## src/rtl/mem_pkg.sv

```systemverilog
// Shared types for the memory responder: request size encodings, FSM states
// and the alignment rule used when a request is accepted.
package mem_pkg;

    typedef enum logic [1:0] {
        SZ_WORD = 2'b00,
        SZ_HALF = 2'b01,
        SZ_BYTE = 2'b10,
        SZ_RSVD = 2'b11
    } size_e;

    typedef enum logic [1:0] {
        S_IDLE,
        S_WAIT,
        S_ACCESS,
        S_RESP
    } state_e;

    // Reserved size is reported as misaligned so the control path raises one exception type.
    function automatic logic misaligned(size_e sz, logic [1:0] lo);
        case (sz)
            SZ_WORD: return (lo != 2'b00);
            SZ_HALF: return lo[0];
            SZ_BYTE: return 1'b0;
            default: return 1'b1;
        endcase
    endfunction

endpackage

```

## src/rtl/mem_responder_if.sv

```systemverilog
// Request/response bundle between the multicycle control path (master)
// and the memory responder (slave).
interface mem_responder_if;

    logic        req;
    logic        wr;
    logic [1:0]  size;
    logic [31:0] addr;
    logic [31:0] wdata;
    logic        ready;
    logic        done;
    logic [31:0] rdata;
    logic        err_align;
    logic        err_range;

    modport master (
        output req, wr, size, addr, wdata,
        input  ready, done, rdata, err_align, err_range
    );

    modport slave (
        input  req, wr, size, addr, wdata,
        output ready, done, rdata, err_align, err_range
    );

endinterface

```

## src/rtl/mem_lane_align.sv

```systemverilog
// Big-endian lane steering: maps a right-aligned request onto the four byte
// lanes of the containing word, and extracts/right-aligns read data from it.
module mem_lane_align
    import mem_pkg::*;
(
    input  size_e       size_i,
    input  logic [1:0]  offset_i,
    input  logic [31:0] wdata_i,
    input  logic [31:0] rword_i,
    output logic [3:0]  be_o,
    output logic [31:0] wlane_o,
    output logic [31:0] rdata_o
);

    // be_o[3] is the lowest-addressed byte, which sits in bits [31:24].
    always_comb begin
        be_o    = '0;
        wlane_o = '0;
        rdata_o = '0;
        case (size_i)
            SZ_WORD: begin
                be_o    = 4'b1111;
                wlane_o = wdata_i;
                rdata_o = rword_i;
            end
            SZ_HALF: begin
                be_o    = offset_i[1] ? 4'b0011 : 4'b1100;
                wlane_o = {2{wdata_i[15:0]}};
                rdata_o = {16'h0000, offset_i[1] ? rword_i[15:0] : rword_i[31:16]};
            end
            SZ_BYTE: begin
                wlane_o = {4{wdata_i[7:0]}};
                case (offset_i)
                    2'd0: begin be_o = 4'b1000; rdata_o = {24'h0, rword_i[31:24]}; end
                    2'd1: begin be_o = 4'b0100; rdata_o = {24'h0, rword_i[23:16]}; end
                    2'd2: begin be_o = 4'b0010; rdata_o = {24'h0, rword_i[15:8]};  end
                    default: begin be_o = 4'b0001; rdata_o = {24'h0, rword_i[7:0]}; end
                endcase
            end
            default: ;
        endcase
    end

endmodule

```

## src/rtl/mem_responder.sv

```systemverilog
// Variable-latency memory responder: byte-addressed big-endian store served
// through a request/wait/access/response FSM with alignment and range flags.
module mem_responder
    import mem_pkg::*;
#(
    parameter int unsigned DEPTH       = 256,
    parameter int unsigned WAIT_CYCLES = 2,
    parameter bit          INIT_ZERO   = 1'b1
)(
    input  logic            clk,
    input  logic            reset,
    mem_responder_if.slave  bus
);

    localparam int unsigned AW = $clog2(DEPTH);
    localparam logic [3:0]  WC = 4'(WAIT_CYCLES);

    state_e          state_q, state_d;
    logic [3:0]      cnt_q, cnt_d;
    logic            wr_q, wr_d;
    size_e           size_q, size_d;
    logic [AW-1:0]   addr_q, addr_d;
    logic [31:0]     wdata_q, wdata_d;
    logic            ealign_q, ealign_d;
    logic            erange_q, erange_d;
    logic [31:0]     rdata_q, rdata_d;
    logic            mem_we;

    logic [7:0]      mem_q [DEPTH];
    logic [AW-3:0]   word_idx;
    logic [31:0]     rword;
    logic [3:0]      be;
    logic [31:0]     wlane;
    logic [31:0]     lane_rdata;

    assign word_idx = addr_q[AW-1:2];
    assign rword    = {mem_q[{word_idx, 2'd0}], mem_q[{word_idx, 2'd1}],
                       mem_q[{word_idx, 2'd2}], mem_q[{word_idx, 2'd3}]};

    mem_lane_align u_lane (
        .size_i   (size_q),
        .offset_i (addr_q[1:0]),
        .wdata_i  (wdata_q),
        .rword_i  (rword),
        .be_o     (be),
        .wlane_o  (wlane),
        .rdata_o  (lane_rdata)
    );

    always_comb begin
        state_d  = state_q;
        cnt_d    = cnt_q;
        wr_d     = wr_q;
        size_d   = size_q;
        addr_d   = addr_q;
        wdata_d  = wdata_q;
        ealign_d = ealign_q;
        erange_d = erange_q;
        rdata_d  = rdata_q;
        mem_we   = 1'b0;
        case (state_q)
            S_IDLE: begin
                if (bus.req) begin
                    wr_d     = bus.wr;
                    size_d   = size_e'(bus.size);
                    addr_d   = bus.addr[AW-1:0];
                    wdata_d  = bus.wdata;
                    ealign_d = misaligned(size_e'(bus.size), bus.addr[1:0]);
                    erange_d = (bus.addr >= 32'(DEPTH));
                    cnt_d    = '0;
                    state_d  = (WC == 4'd0) ? S_ACCESS : S_WAIT;
                end
            end
            S_WAIT: begin
                cnt_d = cnt_q + 4'd1;
                if (cnt_d == WC) state_d = S_ACCESS;
            end
            S_ACCESS: begin
                if (ealign_q || erange_q) rdata_d = '0;
                else if (wr_q)            mem_we  = 1'b1;
                else                      rdata_d = lane_rdata;
                state_d = S_RESP;
            end
            S_RESP: state_d = S_IDLE;
            default: state_d = S_IDLE;
        endcase
    end

    always_ff @(posedge clk) begin
        if (reset) begin
            state_q  <= S_IDLE;
            cnt_q    <= '0;
            wr_q     <= 1'b0;
            size_q   <= SZ_WORD;
            addr_q   <= '0;
            wdata_q  <= '0;
            ealign_q <= 1'b0;
            erange_q <= 1'b0;
            rdata_q  <= '0;
        end else begin
            state_q  <= state_d;
            cnt_q    <= cnt_d;
            wr_q     <= wr_d;
            size_q   <= size_d;
            addr_q   <= addr_d;
            wdata_q  <= wdata_d;
            ealign_q <= ealign_d;
            erange_q <= erange_d;
            rdata_q  <= rdata_d;
        end
    end

    // Reset wins over a write in ACCESS, so an aborted write never lands.
    always_ff @(posedge clk) begin
        if (reset) begin
            if (INIT_ZERO) mem_q <= '{default: '0};
        end else if (mem_we) begin
            for (int unsigned k = 0; k < 4; k++) begin
                if (be[3-k]) mem_q[{word_idx, 2'(k)}] <= wlane[31-8*k -: 8];
            end
        end
    end

    assign bus.ready     = (state_q == S_IDLE);
    assign bus.done      = (state_q == S_RESP);
    assign bus.rdata     = rdata_q;
    assign bus.err_align = ealign_q;
    assign bus.err_range = erange_q;

endmodule
```

## src/flat_wrapper.sv

```systemverilog
// flat-port wrapper written by rule: the top's interface ports become plain ports
module mem_responder_flat import mem_pkg::*;
#(
    parameter int unsigned DEPTH       = 256,
    parameter int unsigned WAIT_CYCLES = 2,
    parameter bit          INIT_ZERO   = 1'b1
)
  (clk, reset, bus_req, bus_wr, bus_size, bus_addr, bus_wdata, bus_ready, bus_done, bus_rdata, bus_err_align, bus_err_range);
  mem_responder_if bus_i ();
  input  logic clk;
  input  logic reset;
  input wire logic [$bits(bus_i.req)-1:0] bus_req;
  input wire logic [$bits(bus_i.wr)-1:0] bus_wr;
  input wire logic [$bits(bus_i.size)-1:0] bus_size;
  input wire logic [$bits(bus_i.addr)-1:0] bus_addr;
  input wire logic [$bits(bus_i.wdata)-1:0] bus_wdata;
  output wire logic [$bits(bus_i.ready)-1:0] bus_ready;
  output wire logic [$bits(bus_i.done)-1:0] bus_done;
  output wire logic [$bits(bus_i.rdata)-1:0] bus_rdata;
  output wire logic [$bits(bus_i.err_align)-1:0] bus_err_align;
  output wire logic [$bits(bus_i.err_range)-1:0] bus_err_range;
  assign bus_i.req = bus_req;
  assign bus_i.wr = bus_wr;
  assign bus_i.size = bus_size;
  assign bus_i.addr = bus_addr;
  assign bus_i.wdata = bus_wdata;
  assign bus_ready = bus_i.ready;
  assign bus_done = bus_i.done;
  assign bus_rdata = bus_i.rdata;
  assign bus_err_align = bus_i.err_align;
  assign bus_err_range = bus_i.err_range;
  mem_responder #(.DEPTH(DEPTH), .WAIT_CYCLES(WAIT_CYCLES), .INIT_ZERO(INIT_ZERO)) u_core (.clk(clk), .reset(reset), .bus(bus_i));
endmodule
```

## config.mk

```make
export PLATFORM = sky130hd
export DESIGN_NAME = mem_responder_flat
export DESIGN_NICKNAME = d
export VERILOG_FILES = /design/src/rtl/mem_pkg.sv /design/src/rtl/mem_responder_if.sv /design/src/rtl/mem_lane_align.sv /design/src/rtl/mem_responder.sv /design/src/flat_wrapper.sv
export SDC_FILE = /design/constraint.sdc
export NUM_CORES = 2
export LEC_CHECK = 0
export CAP_MARGIN = 5
export CORE_UTILIZATION = 56
export DETAILED_ROUTE_END_ITERATION = 16
export PLACE_DENSITY = 0.78
export REMOVE_ABC_BUFFERS = 1
export SLEW_MARGIN = 10
export SYNTH_ARGS = -nofsm -noshare
export SYNTH_HDL_FRONTEND = slang
export SYNTH_SLANG_ARGS = --single-unit
```

## constraint.sdc

```tcl
create_clock -name clk -period 6.2 [get_ports clk]
set_clock_uncertainty 0.1 [all_clocks]
set_input_delay 0.93 -clock clk [delete_from_list [all_inputs] [get_ports clk]]
set_output_delay 0.93 -clock clk [all_outputs]
set_load 0.005 [all_outputs]
```

==> run summary <==
most frequent cells after synthesis: 2182 x nor2_1, 2131 x dfxtp_1, 1259 x mux2i_1
R2R depth: 8
layout cells sized above 1: 9.595%
RSZ-0062 raised after global routing: false
startpoint types: flop
clk sinks: 2131
violated checks: max-capacitance violations
period utilization: 79.08%
Distinct cells, synth: 85
Max Fanout on Critical Path: 58
Top FF cell, synth: dfxtp_1
RePlAce Congestion: 1.006
Cell Pwr Density: 317.7 nW/µm²
Post-DRT Antenna Nets: 0
Starting Density: 56.54%
I/O Pins: 106
global-route wire length before repair: 458100 µm
die width: 404.9 µm
post-DP HPWL: 185100 µm
initial antenna violation count: 6
post-synth top area cell: dfxtp_1
Skew-Pair Late Insertion Delay: 0.87 ns
R2R Setup Slk: 1.30 ns
grt ovf: 0
FMAX: 203.9 MHz
Crit. End Element: flop
Worst Setup SP: u_core.addr_q[3]
routed wire length: 308500 µm
Synth warnings: 0
drt wl/cell: 26.96 µm
drt initial violations: 11880
final core occ: 62.01%
setup TNS: 0 ns
hold crit path type: reg2reg
top post-synthesis cells by area: dfxtp_1 47%, mux2i_1 14%, nor2_1 9.0%
Slew HR: 0.0007544%
Syn Inst Count: 9553
largest net degree at the start of global routing: 252
cell area after synthesis: 90880 µm²
Post-synth ARST share: 0%
DRC Markers: 0
Die Height: 404.9 µm
Area Growth Syn to Fin: 9.674%
Worst R2R End: u_core.bus.rdata[2]
Hold Buf Count CTS: 0
vias: 77630
FP Rows: 147
worst hold slack: 0.3557 ns
Clock Tree Root: clkbuf_16
# nets final: 9182
worst setup path endpoint: u_core.bus.rdata[2]
max-cap viol count: 1
number of global-route vias before repair: 73000
Vias/cell: 6.784
peak supply drop: 0.2574 mV
CP required: 6.84 ns
outcome: finished, violations left
Max Slew Vio Count: 0
Post-Place Cells: 11060
worst-margin pin slew: 1.486 ns
Seq/Total Area, Yosys: 46.94%
Clock Path Buffers: 3
number of hold violations in the final report: 0
Hold Path Depth: 2
CP Class: reg2reg
Core ar.: 160800 µm²
critical path arrival: 5.54 ns
CTS clk-pin slew, worst paths: 0.07 ns
postcts setup bufs: 0
Mean Syn Cell Area: 9.514 µm²
Tot GR Track Use: 36.28%
post-route insts no fill: 11440
H-Tree Depth: 4
TritonCTS clock tree: built
Synth Register Bits: 2131
Pleak: 39.09 nW
FILL cells: 12820
IO buf count: 105
PnR worst setup slack: 1.297 ns
Critical R2R Launch: u_core.addr_q[3]
Post-synth EDFFs: 0
1st-pass router iterations: 7
endpoints failing setup: 0
die area: 163900 µm²
count leader, synth: nor2_1
PostCTS Resize Cnt: 0
total CTS buffers: 204
crit path time final: 4.903 ns
pre-CTS WS: 1.652 ns
Hold Startpoint: u_core.bus.rdata[18]
post-synth top area share: 46.94%
through the flow:
stage | total power, mW | cell area [µm²]
2_1_floorplan | 16.77 | 86740
3_3_place_gp | 18.95 | 92860
5_1_grt | 32.19 | 99660
3_5_place_dp | 19.01 | 92870
6_report | 31.66 | 99680
4_1_cts | 31.35 | 99620
registers in the layout, summed over array words and instances (netlist names):
register,count
u_core.wr_q,1
u_core.wdata_q,32
u_core.addr_q,8
u_core.bus.err_range,1
u_core.bus.err_align,1
u_core.mem_q,2048
u_core.bus.rdata,32
u_core.size_q,2
u_core.state_q,2
u_core.cnt_q,4
per-layer routing:
metal / share of wire [%] / global-route usage, %
met5: 0.011 / 0
met4: 6.3 / 21.42
met3: 13 / 10.87
met2: 42 / 52.90
met1: 38 / 47.31
power by group:
part           total [mW]  leakage [nW]  internal (mW)  switching (mW)
logic                5.00          18.6           1.08            3.93
clock network        12.6          3.33           7.09            5.55
registers            14.0          17.2           13.8           0.247
total                31.7          39.1           21.9            9.73
final cells by class:
class | instances | area [µm²] | area share, %
diodes | 8 | 20.02 | 0.02008
repair buffers | 302 | 2823 | 2.832
clock buffers | 302 | 6008 | 6.028
clock inverters | 74 | 742.0 | 0.7444
flip-flops and latches | 2131 | 42680 | 42.81
inverters | 16 | 62.56 | 0.06276
multi-input cells | 6451 | 44640 | 44.79
well taps | 2160 | 2703 | 2.711
cell usage in the layout, fill, tap and decap left out, types with 13 or more instances in the layout:
| cell | count |
|---|---|
| a211oi_1 | 1034 |
| a21oi_1 | 109 |
| a221o_1 | 37 |
| a221oi_1 | 163 |
| a222oi_1 | 19 |
| a22o_1 | 67 |
| a22oi_1 | 274 |
| a31oi_1 | 31 |
| and4_1 | 18 |
| buf_12 | 22 |
| buf_4 | 175 |
| clkbuf_1 | 49 |
| clkbuf_16 | 208 |
| clkbuf_8 | 45 |
| clkdlybuf4s50_1 | 104 |
| clkinv_2 | 41 |
| dfxtp_1 | 2125 |
| inv_1 | 13 |
| mux2_2 | 78 |
| mux2i_1 | 1259 |
| mux4_2 | 107 |
| nand2_1 | 234 |
| nand2b_1 | 28 |
| nand3_1 | 148 |
| nand4_1 | 14 |
| nor2_1 | 2165 |
| nor2b_1 | 19 |
| nor3_1 | 29 |
| nor3_2 | 73 |
| nor4_1 | 15 |
| o211ai_1 | 22 |
| o21ai_0 | 82 |
| o221ai_1 | 14 |
| o22a_1 | 16 |
| o22ai_1 | 82 |
| o2bb2ai_1 | 33 |
critical path, cell delays in order (launching register included):
cell	delay (ns)
dfxtp_4	0.99
buf_12	0.45
mux4_2	0.56
and2_0	0.18
a221oi_1	0.50
o22ai_1	0.21
nor4_1	1.26
nor2_1	0.13
a2111o_1	0.33
cell families (layout without fill, tap and decap cells):
family	count (synthesis)	count (layout)	share of synthesized area, %
AO/OA/AOI/OAI	2111	2111	17.48
XOR/XNOR	2	2	0.01928
adder cells (fa/ha/maj)	6	6	0.08260
buffers and inverters	971	694	4.630
flip-flops	2131	2131	46.94
multiplexers	1444	1444	17.48
other	0	8	0
AND/OR/NAND/NOR	2888	2888	13.37
worst min path at each step:
stage,slack [ns],to
6_report,0.36,u_core.bus.rdata[18]
2_1_floorplan,0.33,u_core.wdata_q[10]
3_3_place_gp,0.34,u_core.wdata_q[8]
5_1_grt,0.37,u_core.bus.rdata[18]
3_5_place_dp,0.35,u_core.bus.rdata[18]
4_1_cts,0.35,u_core.bus.rdata[18]
No activity file was read; power rests on OpenSTA's default activity.
